File: config.mk
export PLATFORM = sky130hd
export DESIGN_NAME = b9_vector_harness
export DESIGN_NICKNAME = d
export VERILOG_FILES = /design/src/rtl/b9_vector_harness_pkg.sv /design/src/rtl/b9_vector_harness_misr.sv /design/src/rtl/b9_vector_harness.sv
export SDC_FILE = /design/constraint.sdc
export NUM_CORES = 1
export LEC_CHECK = 0
export BUFFER_PORTS_ARGS = -buffer_cell sky130_fd_sc_hd__buf_2
export CORE_MARGIN = 5
export CORE_UTILIZATION = 35
export CTS_CLUSTER_DIAMETER = 60
export DETAILED_ROUTE_END_ITERATION = 8
export GPL_TIMING_DRIVEN = 0
export PLACE_DENSITY = 0.67
export SLEW_MARGIN = 40
export SYNTH_ARGS = -nofsm -noshare
export SYNTH_HDL_FRONTEND = slang
export SYNTH_SLANG_ARGS = --single-unit
File: constraint.sdc
create_clock -name clk -period 2.2 [get_ports clk]
set_input_delay 0 -clock clk [delete_from_list [all_inputs] [get_ports clk]]
set_output_delay 0 -clock clk [all_outputs]
set_load 0.02 [all_outputs]
File: src/rtl/b9_vector_harness_pkg.sv
// Shared constants, FSM state encoding and MISR polynomial for the b9 vector harness.
// The optional signature feature is enabled with B9_HARNESS_SIGNATURE_EN.
package b9_vector_harness_pkg;

  localparam int B9_PI_W = 41;
  localparam int B9_PO_W = 21;

  // x^21 + x^2 + 1: the x^21 term is implicit in the shift-out bit.
  localparam logic [B9_PO_W-1:0] B9_MISR_POLY = 21'h000005;

  typedef enum logic [1:0] {
    ST_LOAD    = 2'd0,
    ST_SETTLE  = 2'd1,
    ST_CAPTURE = 2'd2,
    ST_UNLOAD  = 2'd3
  } b9_state_e;

endpackage

File: src/rtl/b9_vector_harness_misr.sv
// Multiple-input signature register folding one capture word per enable cycle.
// Only instantiated when B9_HARNESS_SIGNATURE_EN is defined.
module b9_harness_misr
  import b9_vector_harness_pkg::*;
#(
  parameter int                 W    = B9_PO_W,
  parameter logic [W-1:0]       POLY = W'(B9_MISR_POLY)
) (
  input  logic         clk,
  input  logic         rst_n,
  input  logic         en_i,
  input  logic [W-1:0] data_i,
  output logic [W-1:0] sig_o
);

  logic [W-1:0] sig_q;
  logic [W-1:0] sig_d;

  always_comb begin
    sig_d = sig_q;
    if (en_i) begin
      sig_d = {sig_q[W-2:0], 1'b0} ^ (sig_q[W-1] ? POLY : '0) ^ data_i;
    end
  end

  always_ff @(posedge clk or negedge rst_n) begin
    if (!rst_n) begin
      sig_q <= '0;
    end else begin
      sig_q <= sig_d;
    end
  end

  assign sig_o = sig_q;

endmodule

File: src/rtl/b9_vector_harness.sv
// Serial-to-parallel test vector harness: LOAD -> SETTLE -> CAPTURE -> UNLOAD.
// Define B9_HARNESS_SIGNATURE_EN to add the MISR signature output.
module b9_vector_harness
  import b9_vector_harness_pkg::*;
#(
  parameter int SETTLE_CYCLES = 2,
  parameter int PI_W          = B9_PI_W,
  parameter int PO_W          = B9_PO_W
) (
  input  logic            clk,
  input  logic            rst_n,
  input  logic            si_data,
  input  logic            si_valid,
  output logic            si_ready,
  input  logic            abort,
  output logic [PI_W-1:0] pi_drive,
  input  logic [PO_W-1:0] po_sense,
  output logic            so_data,
  output logic            so_valid,
  input  logic            so_ready,
  output logic            busy,
  output logic [15:0]     vec_count,
`ifdef B9_HARNESS_SIGNATURE_EN
  output logic [PO_W-1:0] signature,
`endif
  output logic [1:0]      dbg_state
);

  // Handshakes: a bit moves on a cycle where valid and ready are both high at
  // the rising edge; valid never waits on ready, and data is stable while valid
  // is high and ready is low.

  localparam int CNT_W    = $clog2((PI_W > PO_W) ? PI_W : PO_W);
  localparam int SH_IDX_W = $clog2(PI_W - 1);
  localparam int SO_IDX_W = $clog2(PO_W);

  localparam logic [CNT_W-1:0] LOAD_LAST   = CNT_W'(PI_W - 1);
  localparam logic [CNT_W-1:0] UNLOAD_LAST = CNT_W'(PO_W - 1);
  localparam logic [7:0]       SETTLE_LAST = 8'(SETTLE_CYCLES - 1);

  b9_state_e         state_q, state_d;
  logic [CNT_W-1:0]  cnt_q, cnt_d;
  logic [7:0]        settle_q, settle_d;
  logic [PI_W-2:0]   shadow_q, shadow_d;
  logic [PI_W-1:0]   pi_q, pi_d;
  logic [PO_W-1:0]   cap_q, cap_d;
  logic [15:0]       vec_q, vec_d;
  // Low through reset and until the first edge after release, so si_ready stays 0.
  logic              live_q;

  logic              load_hs;
  logic              unload_hs;
  logic [SH_IDX_W-1:0] sh_idx;
  logic [SO_IDX_W-1:0] so_idx;

  assign load_hs   = (state_q == ST_LOAD) && live_q && si_valid;
  assign unload_hs = (state_q == ST_UNLOAD) && so_ready;
  assign sh_idx    = cnt_q[SH_IDX_W-1:0];
  assign so_idx    = cnt_q[SO_IDX_W-1:0];

  always_comb begin
    state_d  = state_q;
    cnt_d    = cnt_q;
    settle_d = settle_q;
    shadow_d = shadow_q;
    pi_d     = pi_q;
    cap_d    = cap_q;
    vec_d    = vec_q;

    case (state_q)
      ST_LOAD: begin
        if (load_hs) begin
          if (cnt_q == LOAD_LAST) begin
            pi_d     = {si_data, shadow_q};
            cnt_d    = '0;
            settle_d = '0;
            state_d  = (SETTLE_CYCLES == 0) ? ST_CAPTURE : ST_SETTLE;
          end else begin
            shadow_d[sh_idx] = si_data;
            cnt_d            = cnt_q + CNT_W'(1);
          end
        end
      end
      ST_SETTLE: begin
        if (settle_q == SETTLE_LAST) begin
          settle_d = '0;
          state_d  = ST_CAPTURE;
        end else begin
          settle_d = settle_q + 8'd1;
        end
      end
      ST_CAPTURE: begin
        cap_d   = po_sense;
        cnt_d   = '0;
        state_d = ST_UNLOAD;
      end
      ST_UNLOAD: begin
        if (unload_hs) begin
          if (cnt_q == UNLOAD_LAST) begin
            vec_d   = vec_q + 16'd1;
            cnt_d   = '0;
            state_d = ST_LOAD;
          end else begin
            cnt_d = cnt_q + CNT_W'(1);
          end
        end
      end
      default: begin
        state_d = ST_LOAD;
        cnt_d   = '0;
      end
    endcase

    // Abort overrides everything above, including a final-bit handshake.
    if (abort) begin
      state_d  = ST_LOAD;
      cnt_d    = '0;
      settle_d = '0;
      pi_d     = pi_q;
      cap_d    = cap_q;
      vec_d    = vec_q;
    end
  end

  always_ff @(posedge clk or negedge rst_n) begin
    if (!rst_n) begin
      state_q  <= ST_LOAD;
      cnt_q    <= '0;
      settle_q <= '0;
      shadow_q <= '0;
      pi_q     <= '0;
      cap_q    <= '0;
      vec_q    <= '0;
      live_q   <= 1'b0;
    end else begin
      state_q  <= state_d;
      cnt_q    <= cnt_d;
      settle_q <= settle_d;
      shadow_q <= shadow_d;
      pi_q     <= pi_d;
      cap_q    <= cap_d;
      vec_q    <= vec_d;
      live_q   <= 1'b1;
    end
  end

  assign si_ready  = (state_q == ST_LOAD) && live_q;
  assign so_valid  = (state_q == ST_UNLOAD);
  assign so_data   = so_valid ? cap_q[so_idx] : 1'b0;
  assign busy      = !((state_q == ST_LOAD) && (cnt_q == '0));
  assign pi_drive  = pi_q;
  assign vec_count = vec_q;
  assign dbg_state = state_q;

`ifdef B9_HARNESS_SIGNATURE_EN
  // Folds the word being captured, so the signature is current once UNLOAD begins.
  b9_harness_misr #(
    .W    (PO_W),
    .POLY (PO_W'(B9_MISR_POLY))
  ) u_misr (
    .clk    (clk),
    .rst_n  (rst_n),
    .en_i   ((state_q == ST_CAPTURE) && !abort),
    .data_i (po_sense),
    .sig_o  (signature)
  );
`endif

endmodule

# Yosys cells after proc, flatten, opt, wreduce, memory -nomap -nowiden
# Index checks and enable logic that the tools add are counted.
[word_totals]
ram_bits = 0
rom_bits = 0
latch_bits = 0
reg_bits = 135
in_bits = 27
mem_count = 0
[classes]
n_eq_ne = 11
addsub = 3
div = 0
n_reduce_logical = 17
shifts = 0
bitwise = 2
mux = 24
n_mul = 0
magnitude_cmp = 3
[op_table]
columns = ["cell", "n"]
rows = [
  ["$bwmux W40", 1],
  ["$mux W8", 4],
  ["$mux W6", 5],
  ["$pmux W6 S3", 1],
  ["$add A16 B1 Y16 const B", 1],
  ["$pmux W8 S2", 1],
  ["$mux W2", 6],
  ["$ne A3 B2 Y1 const B", 3],
  ["$reduce_and A3 Y1", 3],
  ["$add A8 B1 Y8 const B", 1],
  ["$eq A8 B1 Y1 const B", 1],
  ["$pmux W2 S4", 1],
  ["$reduce_and A4 Y1", 2],
  ["$lt A6 B7 Y1 const B", 1],
  ["$add A6 B1 Y6 const B", 1],
  ["$demux W1 S6", 1],
  ["$eq A6 B5 Y1 const B", 1],
  ["$eq A6 B6 Y1 const B", 1],
  ["$ge A6 B1 Y1 const B", 1],
  ["$logic_not A6 Y1", 1],
  ["$lt A5 B6 Y1 const B", 1],
  ["$ne A3 B3 Y1 const B", 2],
  ["$bmux W1 S5", 1],
  ["$logic_and A1 B1 Y1", 5],
  ["other kinds (10)", 14],
]

# Depth between registers and ports, before layout
# Gate-level depths: netlist of the first run.
[logic_depth]
depth_word = 6
depth_mapped = 8
ltp_nobuf = 6

# Least setup slack after synthesis of the first run
# Ideal clock, no wire load.
[synth_path]
path_type = "register to register"
from = "reg cnt_q[0]"
to = "reg pi_q[18], in the netlist pi_drive[18]"
path_slack_ps = -46
required_time_ps = 2075
arrival_time_ps = 2122
stages_incl_launch_ff = 9
period_less_slack_ps = 2246
cell_sequence = "dfrtp_1 -> clkbuf_1 -> inv_1 -> ha_1 -> nor2b_1 -> nand3_2 -> nor2_2 -> buf_4 -> mux2_2"
[synth_between]
elab_chain_cells = 2
[synth_lines]
columns = ["item", "line", "text"]
rows = [
  ["start: declaration", "b9_vector_harness.sv:42", "logic [CNT_W-1:0] cnt_q, cnt_d;"],
  ["start signal: assignment", "b9_vector_harness.sv:137", "cnt_q <= cnt_d;"],
  ["$eq A6 B6 Y1", "b9_vector_harness.sv:73", "if (cnt_q == LOAD_LAST) begin"],
  ["$reduce_and A4 Y1 (no line)", "-", ""],
  ["end signal: assignment", "b9_vector_harness.sv:140", "pi_q <= pi_d;"],
  ["end: declaration", "b9_vector_harness.sv:45", "logic [PI_W-1:0] pi_q, pi_d;"],
]
# No other way between the ends.
# A chain may end at the register's enable or synchronous reset.

# Worst setup path after layout of the first run
[layout_path]
from = "reg cnt_q[0]"
to = "out so_data"
[layout_between]
elab_chain_cells = 3
[layout_lines]
columns = ["item", "line", "text"]
rows = [
  ["$bmux W1 S5", "b9_vector_harness.sv:149", "assign so_data = so_valid ? cap_q[so_idx] : 1'b0;"],
  ["$mux W1 (not written as such)", "b9_vector_harness.sv:149", ""],
  ["$mux W1", "b9_vector_harness.sv:149", ""],
  ["end: declaration", "b9_vector_harness.sv:18", "output logic so_data,"],
]
# No other way between the ends. The select of a mux whose other input is x is not followed.

==> flow_summary.yaml, run 1 <==
routing:
  post_drt_wl_per_cell_microns: 16.5
  drc: 0
  routed-via-count: 4398
  postRouteAntennaNets: 0
  dr.pass1.iters: 4
  finalWirelength_mm: 14.5
  viasPerCell: 5.01
  drtIter0Drc: 284
global_routing:
  grt_max_degree: 74
  grt_pass1_vias: 4524
  track_usage: 0.147
  grt.overflow.total: 0
  grt_first_pass_wirelength_mm: 23.9
  antenna_found_initial: 0
sta:
  maxSlewViolCount: 0
  fmax_mhz: 469
  finalSetupViolCount: 0
  rsz0062_at_grt: "yes"
  worstMarginPinSlew_ns: 0.627
  finalHoldViolations: 0
  fin_ws_ns: 0.0671
  maxSlewHeadroom: 0.582
  holdWs_ns: 0.122
  fin_worst_skew_ns: 0.0103
  timing.final.crit_share: 0.970
  min_period_ns: 2.13
setup_path:
  r2r_cells: 8
  cp-end-kind: "output pin"
  r2r_end: "pi_drive[12]$_DFFE_PN0P_"
  r2r_slack_ns: 0.11
  critical_path.startpoint: "cnt_q[0]$_DFFE_PN0P_"
  worstPathRequired_ns: 2.20
  cp_max_fo: 5
  worstSetupPathType: "reg2out"
  cp-endpoint: "so_data"
  crit_arrival_ns: 2.13
  r2r_start: "dbg_state[0]$_DFFE_PN0P_"
  cp-start-kind: "flop"
placed_design:
  numPortBuffers: 88
  place_ws_ns: -0.534
  placed_area_sq_um: 6990
  dp_hpwl_mm: 10.2
  dp.cells: 809
  place_congestion: 0.781
synth:
  yosys.area.top_type_share: 0.543
  synthFlopType: "dfrtp_1"
  yosysUniqueCellTypes: 68
  yosysSeqAreaShare: 0.543
  synth-edff-count: 0
  synth.avg_cell_area_sq_um: 12.6
  syn_inst: 495
  ys_top_cells_by_area: "dfrtp_1, mux2_2, nand2_1"
  synth_top_area_cell: "dfrtp_1"
  syn_area_sq_um: 6220
  yosys_warnings: 0
  ys_async_sr_fraction: 1.00
  ys_ff_latch: 135
  synthesis.nets: 532
finish:
  insertedDiodeCount: 0
  drive_above_1_share: 0.440
  utilization: 0.466
  layoutNonFillerInstCount: 877
  final_common_cell: "dfrtp_1"
  final_cell_mix: "dfrtp_1, mux2_2, buf_2"
  nNetsFinal: 676
  design_area_sq_um: 8090
  area_growth_pct: 29.9
floorplan:
  core_area_sq_um: 17400
  fp.dieH_microns: 143
  fp.dieW_microns: 143
  ios: 90
  die_area_sq_um: 20600
  initial_utilization: 0.359
  fp-row-count: 48
clock_tree:
  ctsLongestPathBuffers: 2
  cts_tree: "yes"
  htreeDepth: 4
  clk_pin_slew_ns: 0.06
  cts-root-buf: "clkbuf_16"
  numClockSinks: 135
  cts_made_buffers: 17
  insertion_delay_ns: 0.43
hold_path:
  holdCritPathClass: "in2async"
job:
  maxCapViolations: 0
power_and_ir_drop:
  p_per_area_nw_per_um2: 751
  ir_drop_v: 0.000457
  power_leakage_nw: 3.96
outcome:
  status: "completed"
==> critical path: stages (launching register included) <==
cell and delay [ns]:
dfrtp_2 0.38, buf_4 0.15, mux4_2 0.49, and2_1 0.18, o31ai_2 0.25, a211oi_2 0.09, buf_4 0.17
==> through the flow <==
stage	TNS (ns)	power [mW]
CTS	0	6.10
floorplan	0	2.92
global route	-0.0516	6.31
global placement	-105.26	3.09
detailed placement	-24.78	3.12
finish	0	6.08
==> power by group <==
group	switching, mW	internal (mW)
registers	0.0566	2.57
clock network	1.17	1.73
logic	0.302	0.245
==> kinds of logic after synthesis <==
| group | Yosys count | share of synthesized area |
|---|---|---|
| AO/OA/AOI/OAI | 51 | 0.0631 |
| XOR/XNOR | 15 | 0.0211 |
| adder cells (fa/ha/maj) | 10 | 0.0201 |
| buffers and inverters | 33 | 0.0269 |
| flip-flops | 135 | 0.543 |
| multiplexers | 110 | 0.200 |
| other | 1 | 0.000602 |
| AND/OR/NAND/NOR | 140 | 0.126 |
==> worst min-delay path by stage <==
stage	cells after the start	to	start
2_1_floorplan	0	cap_q[0]$_DFFE_PN0P_	rst_n
3_3_place_gp	2	cap_q[15]$_DFFE_PN0P_	po_sense[15]
3_5_place_dp	1	cap_q[14]$_DFFE_PN0P_	rst_n
4_1_cts	4	vec_count[3]$_DFFE_PN0P_	so_ready
5_1_grt	4	vec_count[3]$_DFFE_PN0P_	so_ready
6_report	2	cap_q[17]$_DFFE_PN0P_	rst_n
==> synth_stat cells, types with 7 or more instances <==
master    instances
ha_1             10
xnor2_1          13
a21oi_1           8
nor2_1           11
and3_1            7
mux2_2          102
nand3_1          14
o21ai_0           7
inv_1            11
clkbuf_1          7
nand2_1          54
dfrtp_1         135
==> registers in the layout (all words and copies together), names as in the netlist <==
| signal | cells |
|---|---|
| live_q | 1 |
| shadow_q | 40 |
| cap_q | 21 |
| pi_drive | 41 |
| vec_count | 16 |
| dbg_state | 2 |
| cnt_q | 6 |
| settle_q | 8 |
==> routing by layer <==
| metal | share of wire | GRT usage |
|---|---|---|
| met3 | 0.043 | 0.0406 |
| met2 | 0.50 | 0.243 |
| met4 | 0.014 | 0.0446 |
| met1 | 0.44 | 0.188 |
| met5 | 0 | 0 |
==> cell type report <==
cell class              count  area [sq um]
plain buffers              20           146
well taps                 225           282
clock inverters            14           164
inverters                  12          47.5
multi-input cells         327          2790
repair buffers            126           843
clock buffers              18           439
flip-flops and latches    135          3380
fillers                  1536          9270
==> timing repair <==
item | 4_1_cts | 5_1_grt
hold endpoints to repair | 96 | 0
gates cloned | 1 | 0
gates resized for setup | 22 | 12
buffers inserted | 5 | 7
setup endpoints to repair | 70 | 95
pin swaps | 3 | 5
hold buffers | 24 | 0
(Power assumes the default switching activity.)
==> inputs of run 2 (changes only) <==
PLACE_DENSITY = not set   (was 0.67)
PLACE_DENSITY_LB_ADDON = 0.2   (was not set)
SLEW_MARGIN = not set   (was 40)
==> run 2 against run 1 <==
Combinational power is 2% higher. Critical path type unchanged. Highest routed layer unchanged. Clock skew shrank 0.0030 ns. Final cell count rose by 0.68%.
==> flow_summary.yaml, run 2 (synthesis results as in run 1) <==
sta:
  setup_tns_ns: 0
  worstMarginPinSlew_ns: 0.914
  finalSetupViolCount: 0
  rsz0062_at_grt: "yes"
  timing.final.crit_share: 0.979
  fin_worst_skew_ns: 0.00736
  maxSlewHeadroom: 0.386
  fmax_mhz: 464
  finalHoldViolations: 0
  maxSlewViolCount: 0
  min_period_ns: 2.15
global_routing:
  track_usage: 0.148
  grt.overflow.total: 0
  grt_max_degree: 86
  antenna_found_initial: 0
  grt_first_pass_wirelength_mm: 23.8
  grt_pass1_vias: 4559
floorplan:
  die_area_sq_um: 20600
  initial_utilization: 0.359
  fp-row-count: 48
  fp.dieW_microns: 143
  ios: 90
  fp.dieH_microns: 143
  core_area_sq_um: 17400
clock_tree:
  clk_pin_slew_ns: 0.06
  insertion_delay_ns: 0.42
  cts_made_buffers: 17
  htreeDepth: 4
  ctsLongestPathBuffers: 2
  numClockSinks: 135
  cts-root-buf: "clkbuf_16"
  cts_tree: "yes"
setup_path:
  critical_path.startpoint: "cnt_q[0]$_DFFE_PN0P_"
  cp_max_fo: 3
  cp-start-kind: "flop"
  r2r_end: "pi_drive[20]$_DFFE_PN0P_"
  r2r_slack_ns: 0.09
  r2r_start: "cnt_q[0]$_DFFE_PN0P_"
  cp-end-kind: "output pin"
  worstPathRequired_ns: 2.20
  crit_arrival_ns: 2.15
  r2r_cells: 9
  worstSetupPathType: "reg2out"
power_and_ir_drop:
  power_mw: 5.93
  power_leakage_nw: 3.96
  ir_drop_v: 0.000537
  p_per_area_nw_per_um2: 733
placed_design:
  placed_area_sq_um: 6980
  numPortBuffers: 88
  place_congestion: 0.818
  dp.cells: 809
  dp_hpwl_mm: 10.0
routing:
  top_layer: "met4"
  dr_wl_met3_microns: 486
  wl_met2_mm: 7.11
  drtIter0Drc: 152
  routed-via-count: 4369
  drc: 0
  finalWirelength_mm: 14.5
  met1_length_mm: 6.60
  dr.pass1.iters: 4
  viasPerCell: 4.95
  postRouteAntennaNets: 0
  post_drt_wl_per_cell_microns: 16.4
finish:
  layoutNonFillerInstCount: 883
  final_common_cell: "dfrtp_1"
  final_cell_mix: "dfrtp_1, mux2_2, buf_2"
  nNetsFinal: 682
  design_area_sq_um: 8090
  drive_above_1_share: 0.444
  insertedDiodeCount: 0
  largest_reg_flops: 41
  area_growth_pct: 30.0
job:
  maxCapViolations: 0
outcome:
  status: "completed"
hold_path:
  holdCritPathClass: "in2async"
==> run 2: cell types whose count changed in the layout (fill, tap and decap cells not counted), moves of 2 or more <==
cell      delta
buf_4        +6
clkbuf_8     +3
clkinv_2     +2
inv_6        -3
inv_8        -2
nor3_2       -2
==> run 2: worst max path at each step <==
stage | to | cells after the start | slack (ns)
final | so_data | 7 | 0.05
after global routing | so_data | 7 | -0.05
after CTS | so_data | 6 | -0.04
after detailed placement | pi_drive[8]$_DFFE_PN0P_ | 8 | -0.53
after global placement | pi_drive[30]$_DFFE_PN0P_ | 1 | -0.72
after floorplan | cnt_q[3]$_DFFE_PN0P_ | 7 | 0.03
==> run 2: report_power, final <==
group | switching [mW] | total [mW] | internal, mW | leakage (nW)
registers | 0.0558 | 2.63 | 2.58 | 1.86
logic | 0.306 | 0.558 | 0.251 | 1.82
clock network | 1.07 | 2.74 | 1.68 | 0.279
total | 1.43 | 5.93 | 4.50 | 3.96
==> run 2: routing by layer <==
metal,global-route usage,vias to the layer above
met4,0.0550,0
met1,0.190,2177
met2,0.244,78
li1,-,2092
met3,0.0343,22
met5,0,-
==> run 2: final cells by class <==
| class | instances | area [sq um] |
|---|---|---|
| fill | 1576 | 9260 |
| sequential | 135 | 3380 |
| multi-input combinational | 327 | 2790 |
| timing repair buffer | 132 | 870 |
| clock buffer | 22 | 484 |
| tap | 225 | 282 |
| buffer | 20 | 146 |
| clock inverter | 10 | 93.8 |
| inverter | 12 | 47.5 |
==> run 2: stage by stage <==
step | worst slack (ns) | util | hold WS (ns)
floorplan | 0.0318 | - | -0.296
global placement | -0.716 | 0.400 | 0.233
detailed placement | -0.525 | 0.402 | -0.0219
CTS | -0.0364 | 0.459 | 0.105
global route | -0.0545 | 0.466 | 0.142
finish | 0.0465 | 0.466 | 0.0942
==> run 2: timing repair <==
item	CTS	global route
hold buffers	24	0
endpoints found under the setup margin	70	66
pin swaps	3	5
resized for setup	25	12
endpoints found under the hold margin	74	0
setup buffers	6	11
gates cloned	2	0
==> run 2: worst max-delay path, cell delays in order (launching register included) <==
cell and delay, ns:
dfrtp_2 0.42, buf_4 0.15, buf_4 0.13, and3_1 0.22
a221o_1 0.33, o31ai_2 0.25, a211oi_2 0.07, buf_2 0.17
